<file path="src/rtl/raytrace_pkg.sv">
// Shared types and default sizing for the ray dispatch scheduler and its raster counter.
package raytrace_pkg;

    typedef enum logic [1:0] {
        IDLE     = 2'd0,
        DISPATCH = 2'd1,
        DRAIN    = 2'd2
    } sched_state_t;

    localparam int DEFAULT_MAX_CORES = 2;
    localparam int DEFAULT_COORD_W   = 13;

endpackage

</file>
<file path="src/rtl/pixel_coord_counter.sv">
// Raster x/y counter. Frame dimensions are captured on clear; restart rewinds to (0,0)
// and keeps them. Tag outputs are registered alongside the coordinates.
module pixel_coord_counter
    import raytrace_pkg::*;
#(
    parameter int COORD_W = DEFAULT_COORD_W
) (
    input  logic               clk_i,
    input  logic               rst_ni,
    input  logic               clear_i,
    input  logic               restart_i,
    input  logic               advance_i,
    input  logic [COORD_W-1:0] width_i,
    input  logic [COORD_W-1:0] height_i,
    output logic [COORD_W-1:0] x_o,
    output logic [COORD_W-1:0] y_o,
    output logic               sof_o,
    output logic               eol_o,
    output logic               last_o
);

    logic [COORD_W-1:0] w_q, w_d, h_q, h_d, x_q, x_d, y_q, y_d;
    logic               sof_q, sof_d, eol_q, eol_d, last_q, last_d;

    always_comb begin
        w_d = w_q;
        h_d = h_q;
        x_d = x_q;
        y_d = y_q;
        if (clear_i) begin
            w_d = width_i;
            h_d = height_i;
            x_d = '0;
            y_d = '0;
        end else if (restart_i) begin
            x_d = '0;
            y_d = '0;
        end else if (advance_i) begin
            if (x_q == w_q - COORD_W'(1)) begin
                x_d = '0;
                y_d = y_q + COORD_W'(1);
            end else begin
                x_d = x_q + COORD_W'(1);
            end
        end
        // Tags are derived from the next position so they line up with the registered x/y.
        sof_d  = (x_d == '0) && (y_d == '0);
        eol_d  = (x_d == w_d - COORD_W'(1));
        last_d = eol_d && (y_d == h_d - COORD_W'(1));
    end

    always_ff @(posedge clk_i) begin
        if (!rst_ni) begin
            w_q    <= '0;
            h_q    <= '0;
            x_q    <= '0;
            y_q    <= '0;
            sof_q  <= 1'b0;
            eol_q  <= 1'b0;
            last_q <= 1'b0;
        end else begin
            w_q    <= w_d;
            h_q    <= h_d;
            x_q    <= x_d;
            y_q    <= y_d;
            sof_q  <= sof_d;
            eol_q  <= eol_d;
            last_q <= last_d;
        end
    end

    assign x_o    = x_q;
    assign y_o    = y_q;
    assign sof_o  = sof_q;
    assign eol_o  = eol_q;
    assign last_o = last_q;

endmodule

</file>
<file path="src/rtl/ray_dispatch_scheduler.sv">
// Round-robin pixel dispatcher with retire counting and frame completion.
// Define SCHED_FRAME_LOOP_EN to run frames back-to-back until start is seen in DRAIN.
module ray_dispatch_scheduler
    import raytrace_pkg::*;
#(
    parameter int MAX_CORES = DEFAULT_MAX_CORES,
    parameter int COORD_W   = DEFAULT_COORD_W
) (
    input  logic                 aclk,
    input  logic                 aresetn,
    input  logic                 start,
    input  logic [COORD_W-1:0]   image_width,
    input  logic [COORD_W-1:0]   image_height,
    input  logic [1:0]           no_of_extra_cores,
    output logic [MAX_CORES-1:0] req_valid,
    input  logic [MAX_CORES-1:0] req_ready,
    output logic [COORD_W-1:0]   req_x,
    output logic [COORD_W-1:0]   req_y,
    output logic                 req_sof,
    output logic                 req_eol,
    input  logic                 pix_retired,
    output logic                 busy,
    output logic                 frame_done
);

    localparam int CUR_W = (MAX_CORES > 1) ? $clog2(MAX_CORES) : 1;
    localparam int CNT_W = 2 * COORD_W;

    sched_state_t         state_q, state_d;
    logic [CUR_W-1:0]     cur_q, cur_d, last_core_q, last_core_d;
    logic [CNT_W-1:0]     total_q, total_d, cnt_q, cnt_d;
    logic [MAX_CORES-1:0] req_valid_q, req_valid_d;
    logic                 busy_q, done_q, done_d;
    logic                 hs, ctr_clear, ctr_restart, ctr_last;
    int                   ext_cores;
`ifdef SCHED_FRAME_LOOP_EN
    logic                 stop_q, stop_d;
`endif

    // req_valid_q is one-hot on cur_q, so this is the handshake of the selected core only.
    assign hs = |(req_valid_q & req_ready);

    pixel_coord_counter #(.COORD_W(COORD_W)) u_coord (
        .clk_i     (aclk),
        .rst_ni    (aresetn),
        .clear_i   (ctr_clear),
        .restart_i (ctr_restart),
        .advance_i (hs),
        .width_i   (image_width),
        .height_i  (image_height),
        .x_o       (req_x),
        .y_o       (req_y),
        .sof_o     (req_sof),
        .eol_o     (req_eol),
        .last_o    (ctr_last)
    );

    always_comb begin
        state_d     = state_q;
        cur_d       = cur_q;
        last_core_d = last_core_q;
        total_d     = total_q;
        cnt_d       = cnt_q;
        done_d      = 1'b0;
        ctr_clear   = 1'b0;
        ctr_restart = 1'b0;
        ext_cores   = int'(no_of_extra_cores);
        if (ext_cores > MAX_CORES - 1) ext_cores = MAX_CORES - 1;
`ifdef SCHED_FRAME_LOOP_EN
        stop_d      = stop_q;
`endif
        if (state_q != IDLE && pix_retired) cnt_d = cnt_q + CNT_W'(1);

        case (state_q)
            IDLE: begin
                if (start && image_width != '0 && image_height != '0) begin
                    state_d     = DISPATCH;
                    cur_d       = '0;
                    last_core_d = CUR_W'(ext_cores);
                    total_d     = CNT_W'(image_width) * CNT_W'(image_height);
                    cnt_d       = '0;
                    ctr_clear   = 1'b1;
`ifdef SCHED_FRAME_LOOP_EN
                    stop_d      = 1'b0;
`endif
                end
            end
            DISPATCH: begin
                if (hs) begin
                    cur_d = (cur_q == last_core_q) ? '0 : cur_q + CUR_W'(1);
                    if (ctr_last) state_d = DRAIN;
                end
            end
            DRAIN: begin
`ifdef SCHED_FRAME_LOOP_EN
                if (start) stop_d = 1'b1;
`endif
                // >= also covers retires that arrived early while still dispatching.
                if (cnt_d >= total_q) begin
                    done_d  = 1'b1;
                    state_d = IDLE;
`ifdef SCHED_FRAME_LOOP_EN
                    if (!(stop_q || start)) begin
                        state_d     = DISPATCH;
                        cur_d       = '0;
                        cnt_d       = '0;
                        ctr_restart = 1'b1;
                    end
`endif
                end
            end
            default: state_d = IDLE;
        endcase

        req_valid_d = '0;
        if (state_d == DISPATCH) req_valid_d[cur_d] = 1'b1;
    end

    always_ff @(posedge aclk) begin
        if (!aresetn) begin
            state_q     <= IDLE;
            cur_q       <= '0;
            last_core_q <= '0;
            total_q     <= '0;
            cnt_q       <= '0;
            req_valid_q <= '0;
            busy_q      <= 1'b0;
            done_q      <= 1'b0;
`ifdef SCHED_FRAME_LOOP_EN
            stop_q      <= 1'b0;
`endif
        end else begin
            state_q     <= state_d;
            cur_q       <= cur_d;
            last_core_q <= last_core_d;
            total_q     <= total_d;
            cnt_q       <= cnt_d;
            req_valid_q <= req_valid_d;
            busy_q      <= (state_d != IDLE);
            done_q      <= done_d;
`ifdef SCHED_FRAME_LOOP_EN
            stop_q      <= stop_d;
`endif
        end
    end

    assign req_valid  = req_valid_q;
    assign busy       = busy_q;
    assign frame_done = done_q;

endmodule

</file>
<file path="config.mk">
export PLATFORM = sky130hd
export DESIGN_NAME = ray_dispatch_scheduler
export DESIGN_NICKNAME = d
export VERILOG_FILES = /design/src/rtl/raytrace_pkg.sv /design/src/rtl/pixel_coord_counter.sv /design/src/rtl/ray_dispatch_scheduler.sv
export SDC_FILE = /design/constraint.sdc
export NUM_CORES = 1
export LEC_CHECK = 0
export CORE_UTILIZATION = 50
export CTS_CLUSTER_SIZE = 10
export DETAILED_ROUTE_END_ITERATION = 12
export DONT_BUFFER_PORTS = 1
export PLACE_DENSITY = 0.68
export SLEW_MARGIN = 15
export SYNTH_ARGS = -nofsm -noshare
export SYNTH_HDL_FRONTEND = slang
export SYNTH_SLANG_ARGS = --single-unit
</file>
<file path="constraint.sdc">
create_clock -name aclk -period 9.85 [get_ports aclk]
set_input_delay 0.985 -clock aclk [delete_from_list [all_inputs] [get_ports aclk]]
set_output_delay 0.985 -clock aclk [all_outputs]
set_load 0.005 [all_outputs]
</file>
==> results, run 1 <==
- In the final layout, the share of cells above drive strength 1 is 4.29%.
- The share of the core filled with cells in the final layout is 54.0%.
- The routed design could run at a clock period as short as between 5000 and 6000 ps.
- The total clock buffers created by CTS is 17.
- The via count of the first global-routing pass is ~11k.
- The cell taking the most area after synthesis is sky130_fd_sc_hd__fa_1.
- After clock tree synthesis, the flow added hold-fix buffers numbering 0.
- The final number of max-transition violations was 0.
- The number of placed instances, taps included is 1910.
- The tree built by TritonCTS fans out to ~120 sinks.
- In this run the worst path has a maximum fanout of 17.
- The number of synthesis warnings is 0.
- The placeable core region is approximately 0.026 mm^2.
- By area the synthesized netlist is led by sky130_fd_sc_hd__fa_1, sky130_fd_sc_hd__dfxtp_1, sky130_fd_sc_hd__ha_1, sky130_fd_sc_hd__nand2_1, sky130_fd_sc_hd__inv_1.
- After clock tree synthesis, the clock-pin slew on the worst setup and hold paths is around 60 ps.
- The area growth from synthesis to layout is 5.21%.
- Global routing consumed, over all layers together, about 25% of the routing resources.
- On the critical path, the stage with the largest delay is an instance of sky130_fd_sc_hd__a2111oi_0.
- Walking the worst path, the cells encountered are and2_1 -> fa_1 -> inv_1 -> fa_1 -> inv_1 -> ha_1 -> ha_1 -> inv_1 -> fa_1 -> inv_1 -> fa_1 -> a21o_1 -> a21oi_1 -> o21bai_1 -> a2111oi_0 -> or2_2 -> o211ai_1 -> a31o_2 -> a21oi_1 -> xor2_1 -> o21ai_0.
- The final-stage net count is around 1.9k.
- For this block, the initial DRC count from the detailed router was 812.
- The worst register-to-register path has a depth of 14.
- For this run, the leading register cell type out of synthesis is sky130_fd_sc_hd__dfxtp_1.
- The highest clock frequency the design can meet is roughly 0.17 GHz.
- In this run the number of H-tree levels came out at 4.
- The count of nets left with antenna violations once routing finished came out at 0.
- The critical path contains buffers and inverters numbering 4 combined.
- The worst min-delay path class is reg2reg.
- The commonest cells after synthesis are sky130_fd_sc_hd__nand2_1, sky130_fd_sc_hd__inv_1, sky130_fd_sc_hd__fa_1.
- For the pin with the worst max-slew slack, the measured transition is 1060 ps.
- The cell sitting at the root of the clock tree is a sky130_fd_sc_hd__clkbuf_16.
- For this design the top-level I/O count stands at 66.
- The maximum clock path buffer count is 2.
- The largest single stage delay on the critical path is around 740 ps.
- The critical path startpoint category is an input port.
- From left edge to right edge, the die measures 166 um.
- Summing the areas of all compound-gate instances in the mapped netlist gives 11.9% of the synthesized area.
- The global-route wire length before repair is around 55 mm.
- For this run the aggregate overflow at the end of global routing stands at 0.
- The data required time at the worst endpoint is 10160 ps.
- At the later pin of the worst-skew pair, clock insertion delay measures approximately 430 ps.
- The initial antenna violation count is 0.
- Synthesis produced a netlist whose cell count is approximately 1.7k.
- Counting the fill cells in the layout gives about 2.4k.
- In this run the register-to-register setup slack is approximately 4900 ps.
- The average instance area after synthesis is between 8 and 9 um^2.
- VDD sags by at most 195 uV.
- Max-cap violations in this run came to 0.
- The synthesized design contains 0 enable-type register cells.
- The relative max-transition margin is between 20% and 30%.
- The pin count of the biggest net entering global routing is between 70 and 80.
- The initial utilization of the core area, before any placement, comes to between 50% and 60%.
- After clock tree synthesis, the setup repair step added 0 buffers.
- The endpoint identified for the worst register-to-register timing path is u_coord.last_o.
- The period utilization is around 61%.
- The number of logic stages on the critical path including buffering is 21.
- The routed layout has 11.2k vias.
- The checks that failed: DRC.
- Setup violations remaining at the end of the flow were counted as 0.
- Of the synthesized area, sequential elements account for roughly 17%.
- The signal arrival time at the worst endpoint is roughly 6300 ps.
- The launching instance or port of the critical path is image_height[3].
- STA classifies the critical path endpoint as a flop.
- The standard-cell row count is 59.
- For this design the ratio of total power to cell area is roughly 210 mW/mm^2.
- In the synthesized netlist the async set-or-reset flop fraction comes to 0%.
- Summing the areas of all fa, ha and maj instances in the mapped netlist gives approximately 28% of the synthesized area.
- The XOR/XNOR share of the synthesized area is 8.97%.
- In the routed design, unresolved DRC markers number 5.
- The die covers approximately 0.028 mm^2.
- Clock skew on the completed layout was measured at about 14 ps.
- The synthesized design devotes to its leading area cell type approximately 18% of total area.
- The congestion estimate from routability-driven global placement came to about 0.90.
- The final hold violation count is 0.
- After detailed routing, the average wire length per cell comes to approximately 17 um.
- In this run, synthesis produced a sequential element count of approximately 120.
- The number of gates resized after CTS is 0.
- After synthesis, the share of cell area in mux cells is 1.41%.
- sky130_fd_sc_hd__nand2_1 is the most common cell in the netlist.
- In this run the worst setup path terminates at total_q[24].
- The worst hold margin is around 460 ps.
- The net count after synthesis is between 1.5k and 2k.
- The synthesized-area fraction occupied by and/or/nand/nor cells is between 20% and 30%.
- For this run, the detailed router's first-pass iteration total came to 9.
- The HPWL after detailed placement is roughly 25 mm.
- By area, the combinational part of the netlist is dominated by adder cells.
- In this run the cell area of the synthesized design comes to about 0.013 mm^2.
- The leakage dissipation is ~6.3 nW.
- Setup repair after global routing left no endpoint under its margin.
- Dividing the detail-routed via count by the number of cells gives approximately 5.8.
- The critical path start-end classification is in2reg.
- Summed over all failing endpoints, the final setup total negative slack is 0 ps.
- Measured along the y axis, the die boundary spans about 170 um.
- In this run the tool buffered the top-level ports with 0 buffer cells.
- The non-filler instance count after layout is about 1.9k.
- The wire length after detailed routing is around 33 mm.
- The run finished, with violations left.
- The count of antenna diodes in the layout is 0.
- TritonCTS built the clock tree.
- The reg-to-reg startpoint is state_q[0].
- The critical path's top delay family is adder cells.
- The synthesized netlist contains 82 unique library cells.
## stage by stage
stage | total power, mW | setup WS, ps | cell area, um^2
6_report | 2.95 | 3870 | 14200
5_1_grt | 3.25 | 3490 | 14200
4_1_cts | 2.97 | 3890 | 14200
3_5_place_dp | 2.27 | 3510 | 13600
3_3_place_gp | 2.25 | 3480 | 13600
2_1_floorplan | 1.96 | 3520 | 13500
## per-layer routing
layer | global-route usage (%) | share of wire [%] | wire, um | vias up
li1 | - | - | - | 5304
met1 | 34.1 | 45 | 15100 | 5459
met2 | 39.2 | 46 | 15200 | 366
met3 | 5.12 | 7.7 | 2570 | 38
met4 | 7.41 | 1.5 | 490 | 0
met5 | 0 | 0 | 0 | -
## registers in the layout, summed over array words and instances (netlist names), 2 cells and up
| signal | flops |
|---|---|
| cnt_q | 26 |
| total_q | 26 |
| u_coord.h_q | 13 |
| u_coord.w_q | 13 |
| u_coord.x_o | 13 |
| u_coord.y_o | 13 |
| req_valid | 2 |
| state_q | 2 |
## worst register-to-register path: cells and delay by family, from the launching register on
kind	cells	cell delay, ps
xor gates and xnor gates	2	320
and+or+nand+nor	5	1640
DFF	1	400
AOI/OAI and AO/OA	5	1810
muxes	1	300
adders and majority gates	1	360
## power by group
part           internal [mW]  switching (mW)  total, mW  leakage, nW
logic                  0.765           0.982       1.75         5.10
clock network          0.406           0.271      0.677        0.303
registers              0.502          0.0271      0.530        0.936
## worst min path at each step
stage	slack, ps	endpoint	from	depth (start not counted)
after floorplan	440	state_q[0]	u_coord.last_o	1
after CTS	460	total_q[23]	total_q[23]	2
after global routing	480	total_q[4]	total_q[4]	2
final	460	total_q[3]	total_q[3]	2
after detailed placement	460	total_q[23]	total_q[23]	2
after global placement	450	total_q[10]	total_q[10]	2
## layout by cell type, fill, tap and decap left out, types with 7 or more instances in the layout
cell type / instances
sky130_fd_sc_hd__ha_1: 103
sky130_fd_sc_hd__xnor2_1: 87
sky130_fd_sc_hd__xor2_1: 46
sky130_fd_sc_hd__nand4_1: 20
sky130_fd_sc_hd__nor3_1: 31
sky130_fd_sc_hd__a21oi_1: 40
sky130_fd_sc_hd__o211ai_1: 7
sky130_fd_sc_hd__a21boi_0: 34
sky130_fd_sc_hd__or3_1: 12
sky130_fd_sc_hd__nand2_1: 226
sky130_fd_sc_hd__clkbuf_16: 17
sky130_fd_sc_hd__nor2_1: 87
sky130_fd_sc_hd__nand2b_1: 11
sky130_fd_sc_hd__a31oi_1: 11
sky130_fd_sc_hd__nand3_1: 40
sky130_fd_sc_hd__inv_1: 213
sky130_fd_sc_hd__and2_1: 95
sky130_fd_sc_hd__mux2i_1: 13
sky130_fd_sc_hd__or4_1: 11
sky130_fd_sc_hd__nor4_2: 8
sky130_fd_sc_hd__nand3b_1: 8
sky130_fd_sc_hd__o21ai_0: 41
sky130_fd_sc_hd__a21o_1: 22
sky130_fd_sc_hd__fa_1: 121
sky130_fd_sc_hd__and3_1: 26
sky130_fd_sc_hd__dfxtp_1: 115
sky130_fd_sc_hd__nor4_1: 8
sky130_fd_sc_hd__nor2b_1: 30
## cells by family after synthesis
kind of cell	count (synthesis)
mux	17
flops	115
compound gates	226
xor+xnor	135
buf+inv	307
simple gates	640
fa+ha+maj	224
## final cells by class
class | count | area [um^2] | share of cell area [%]
well taps | 335 | 419 | 2.95
clock inverters | 15 | 195 | 1.38
multi-input cells | 1242 | 10000 | 70.5
clock buffers | 17 | 425 | 3.00
repair buffers | 5 | 37.5 | 0.265
flip-flops and latches | 115 | 2300 | 16.2
inverters | 213 | 800 | 5.63
Power figures use the tool's default switching activity.
==> inputs of run 2 (changes only) <==
- PLACE_DENSITY: 0.68 -> 0.71
- clock period: 9.85 -> 4.9 ns (I/O delays scaled with it)
==> run 2 against run 1 <==
  * Non-clock buffer count is 44 higher
  * Count of clock-buffer cells in the layout stayed put
  * Largest power group unchanged
  * Sequential cell count stayed put
  * Die area stayed put
  * Register-to-register slack worse by 4500 ps
  * First-iteration DRC count is 17% higher
  * Combinational power grew to 2.6 times the previous value
  * Sequential share of layout area is 0.62 points lower
  * Via count is 0.59% higher
  * Cell area is 4.0% higher
  * The flow still finishes with violations (DRC)
==> results, run 2 (synthesis results as in run 1) <==
- The run finished, with violations left.
- The checks that failed: DRC.
- The post-detailed-route via-to-cell ratio is around 5.7.
- Counting instances, the worst hold path has a depth of 1.
- The first-pass iteration count of the detailed router is 12.
- TritonCTS built the clock tree.
- Of all nets on the critical path, the largest fanout is 17.
- The final layout contains routed wiring with a total length of roughly 34 mm.
- The initial antenna violation count is 0.
- In this run the clock root is driven by a sky130_fd_sc_hd__clkbuf_16.
- The number of levels in the clock H-tree is 4.
- The post-DP HPWL is 25.5 mm.
- The slowest cell on the critical path is sky130_fd_sc_hd__fa_1.
- The maximum clock path buffer count is 2.
- The transition time of the tightest slew-check pin is ~730 ps.
- The total via count in the routed design is around 11k.
- In the finished design, the share of the clock period the worst path needs comes to just under 100%.
- The total clock buffers created by CTS is 17.
- The worst setup path is launched from an input port.
- The worst min-delay path class is in2reg.
- The die height is roughly 170 um.
- The total power divided by cell area is approximately 470 mW/mm^2.
- 0 antenna diodes ended up in the layout.
- The die covers 0.0276 mm^2.
- The first global-routing pass estimated between 50 and 60 mm of wire.
- The signal on the critical path passes through and2_1 -> fa_1 -> inv_1 -> fa_1 -> inv_1 -> fa_2 -> fa_1 -> inv_1 -> fa_1 -> inv_1 -> ha_2 -> nand3_1 -> nor2_2 -> buf_4 -> buf_4 -> nand2_1 -> o211ai_1 -> nand2_1 -> xor2_1 -> o21ai_1 -> and2_1.
- Counting I/O delays and the setup requirement, the final critical path takes roughly 4800 ps.
- The initial cell density of the core is 51.3%.
- The placeable core region is roughly 0.026 mm^2.
- For the worst flop-to-flop path, the logic depth is 16.
- In the layout the commonest cells are sky130_fd_sc_hd__nand2_1, sky130_fd_sc_hd__inv_1, sky130_fd_sc_hd__fa_1, sky130_fd_sc_hd__dfxtp_1, sky130_fd_sc_hd__ha_1.
- From synthesis to final layout, the design area changed by 9.43%.
- Summed over all cells, the static leakage comes to between 6 and 7 nW.
- The critical path start-end classification is in2reg.
- Cells with a size suffix above 1 make up about a tenth of the layout.
- Grouping stages by cell kind, the critical path spends the most delay in adder cells.
- At the end of routability-driven placement, the weighted congestion stood at 0.905.
- The detailed router's first-iteration violation count is around 950.
- The total grt overflow is 0.
- Setup repair after global routing could not meet its margin everywhere.
- The worst setup path is captured at a flop.
- The number of routed nets with antenna violations is 0.
- For this run, design rule violations remaining after detail routing come to 2.
- The total cell area at the placement stage is roughly 0.014 mm^2.
- Across the VDD grid, the largest voltage drop is 479 uV.
- After clock tree synthesis, the clock-pin slew on the worst setup and hold paths is roughly 70 ps.
- Together, buffers and inverters on the worst path number 6.
- The total of hold buffers inserted after clock tree synthesis is 0.
- Once layout is complete, the utilization of the core stands at 56.2%.
- Leaving out fill and tap cells, the most frequent cell in the layout is sky130_fd_sc_hd__nand2_1.
- The number of logic stages on the critical path including buffering is 21.
- The count of max-cap constraint violations is 0.
- In the final routed layout, each cell accounts on average for 17.0 um.
- STA puts the critical path data arrival time at just over 5000 ps.
- The initialized floorplan defines slightly below 60 standard-cell rows.
- Counting every sink on the clock net gives approximately 120.
- The insertion delay of the later-clocked pin in the worst-skew pair is between 400 and 500 ps.
- The pin count of the biggest net entering global routing is 73.
- Setup violations remaining at the end of the flow were counted as 0.
- During I/O placement, the number of pins put on the boundary was 66.
- The via count of the first global-routing pass was between 10k and 15k.
- For this run, the top clock speed supported by timing is 0.210 GHz.
- The die is about 170 um wide.
- Measured against its own limit, the worst slew margin works out to between 50% and 60%.
- The overall fraction of global-route tracks in use is 25.0%.
- The final non-filler cell area is 0.0148 mm^2.
- The clock tree skew after final layout is ~14 ps.
- The stage delay of the slowest cell on the critical path is ~540 ps.
- The count of input and output buffers is 0.
- The final number of max-transition violations is 0.
- The final hold violation count was 0.
- STA puts the critical path data required time at between 5000 and 6000 ps.
- The largest registers in the layout are cnt_q (26), total_q (26).
- The net count of the finished layout is between 1.5k and 2k.
## run 2: cell count changes in the layout (fill, tap and decap cells not counted), moves of 10 or more
cell	change
sky130_fd_sc_hd__and2_1	-10
sky130_fd_sc_hd__o21ai_1	+11
sky130_fd_sc_hd__o21ai_0	-11
sky130_fd_sc_hd__and2_4	+10
sky130_fd_sc_hd__buf_4	+44
sky130_fd_sc_hd__ha_1	-11
## run 2: final cells by class
class                      instances  area [um^2]
sequential                       115         2300
clock inverter                    15          174
fill                            2377        11500
tap                              335          419
timing repair buffer              49          368
clock buffer                      17          425
multi-input combinational       1242        10300
inverter                         213          800
## run 2: path summary, 6_finish.rpt
kind / to / slack, ps / start
hold / removal: busy / 180 / aresetn
setup reg to reg: state_q[1] / 490 / state_q[0]
setup / recovery: total_q[22] / 140 / image_width[5]
hold reg to reg: total_q[14] / 460 / total_q[14]
## run 2: worst register-to-register path: stages, from the launching register on
cell and delay, ps:
sky130_fd_sc_hd__dfxtp_1 490, sky130_fd_sc_hd__o21ai_0 270, sky130_fd_sc_hd__nor2_1 300, sky130_fd_sc_hd__and3_1 380, sky130_fd_sc_hd__nand2_1 100, sky130_fd_sc_hd__nor2_1 290
sky130_fd_sc_hd__nand4_1 270, sky130_fd_sc_hd__nor2_1 290, sky130_fd_sc_hd__nand3_1 130, sky130_fd_sc_hd__xnor2_1 160, sky130_fd_sc_hd__ha_1 310, sky130_fd_sc_hd__nand4_1 90
sky130_fd_sc_hd__or3_1 420, sky130_fd_sc_hd__nor3_1 290, sky130_fd_sc_hd__a21oi_1 130, sky130_fd_sc_hd__buf_4 180, sky130_fd_sc_hd__a22o_1 200
## run 2: power by group
group	total [mW]	switching, mW	internal (mW)
Combinational	4.52	2.26	2.26
Clock	1.30	0.540	0.763
Sequential	1.06	0.0540	1.01
## run 2: what timing repair did
| action | 4_1_cts | 5_1_grt |
|---|---|---|
| endpoints found under the setup margin | 0 | 3 |
| resized for setup | 0 | 7 |
| setup buffers | 0 | 1 |
## run 2: stage by stage
step                      instances  hold WS [ps]  worst slack [ps]  TNS [ps]  power, mW
after floorplan                1664           435              -306      -936       4.40
after global placement         1953           446              -276     -1410       5.48
after detailed placement       1953           457              -339     -2210       5.56
after CTS                      1985           172               121         0       6.92
after global routing           1986           176             -33.5     -46.9       7.52
final                          1986           185               143         0       6.89
## run 2: metal layers
metal | part of all wire [%] | vias up | GRT usage [%]
li1 | - | 5387 | -
met1 | 44 | 5450 | 33.8
met2 | 46 | 353 | 40.1
met3 | 8.3 | 43 | 6.05
met4 | 1.3 | 0 | 6.24
met5 | 0 | - | 0
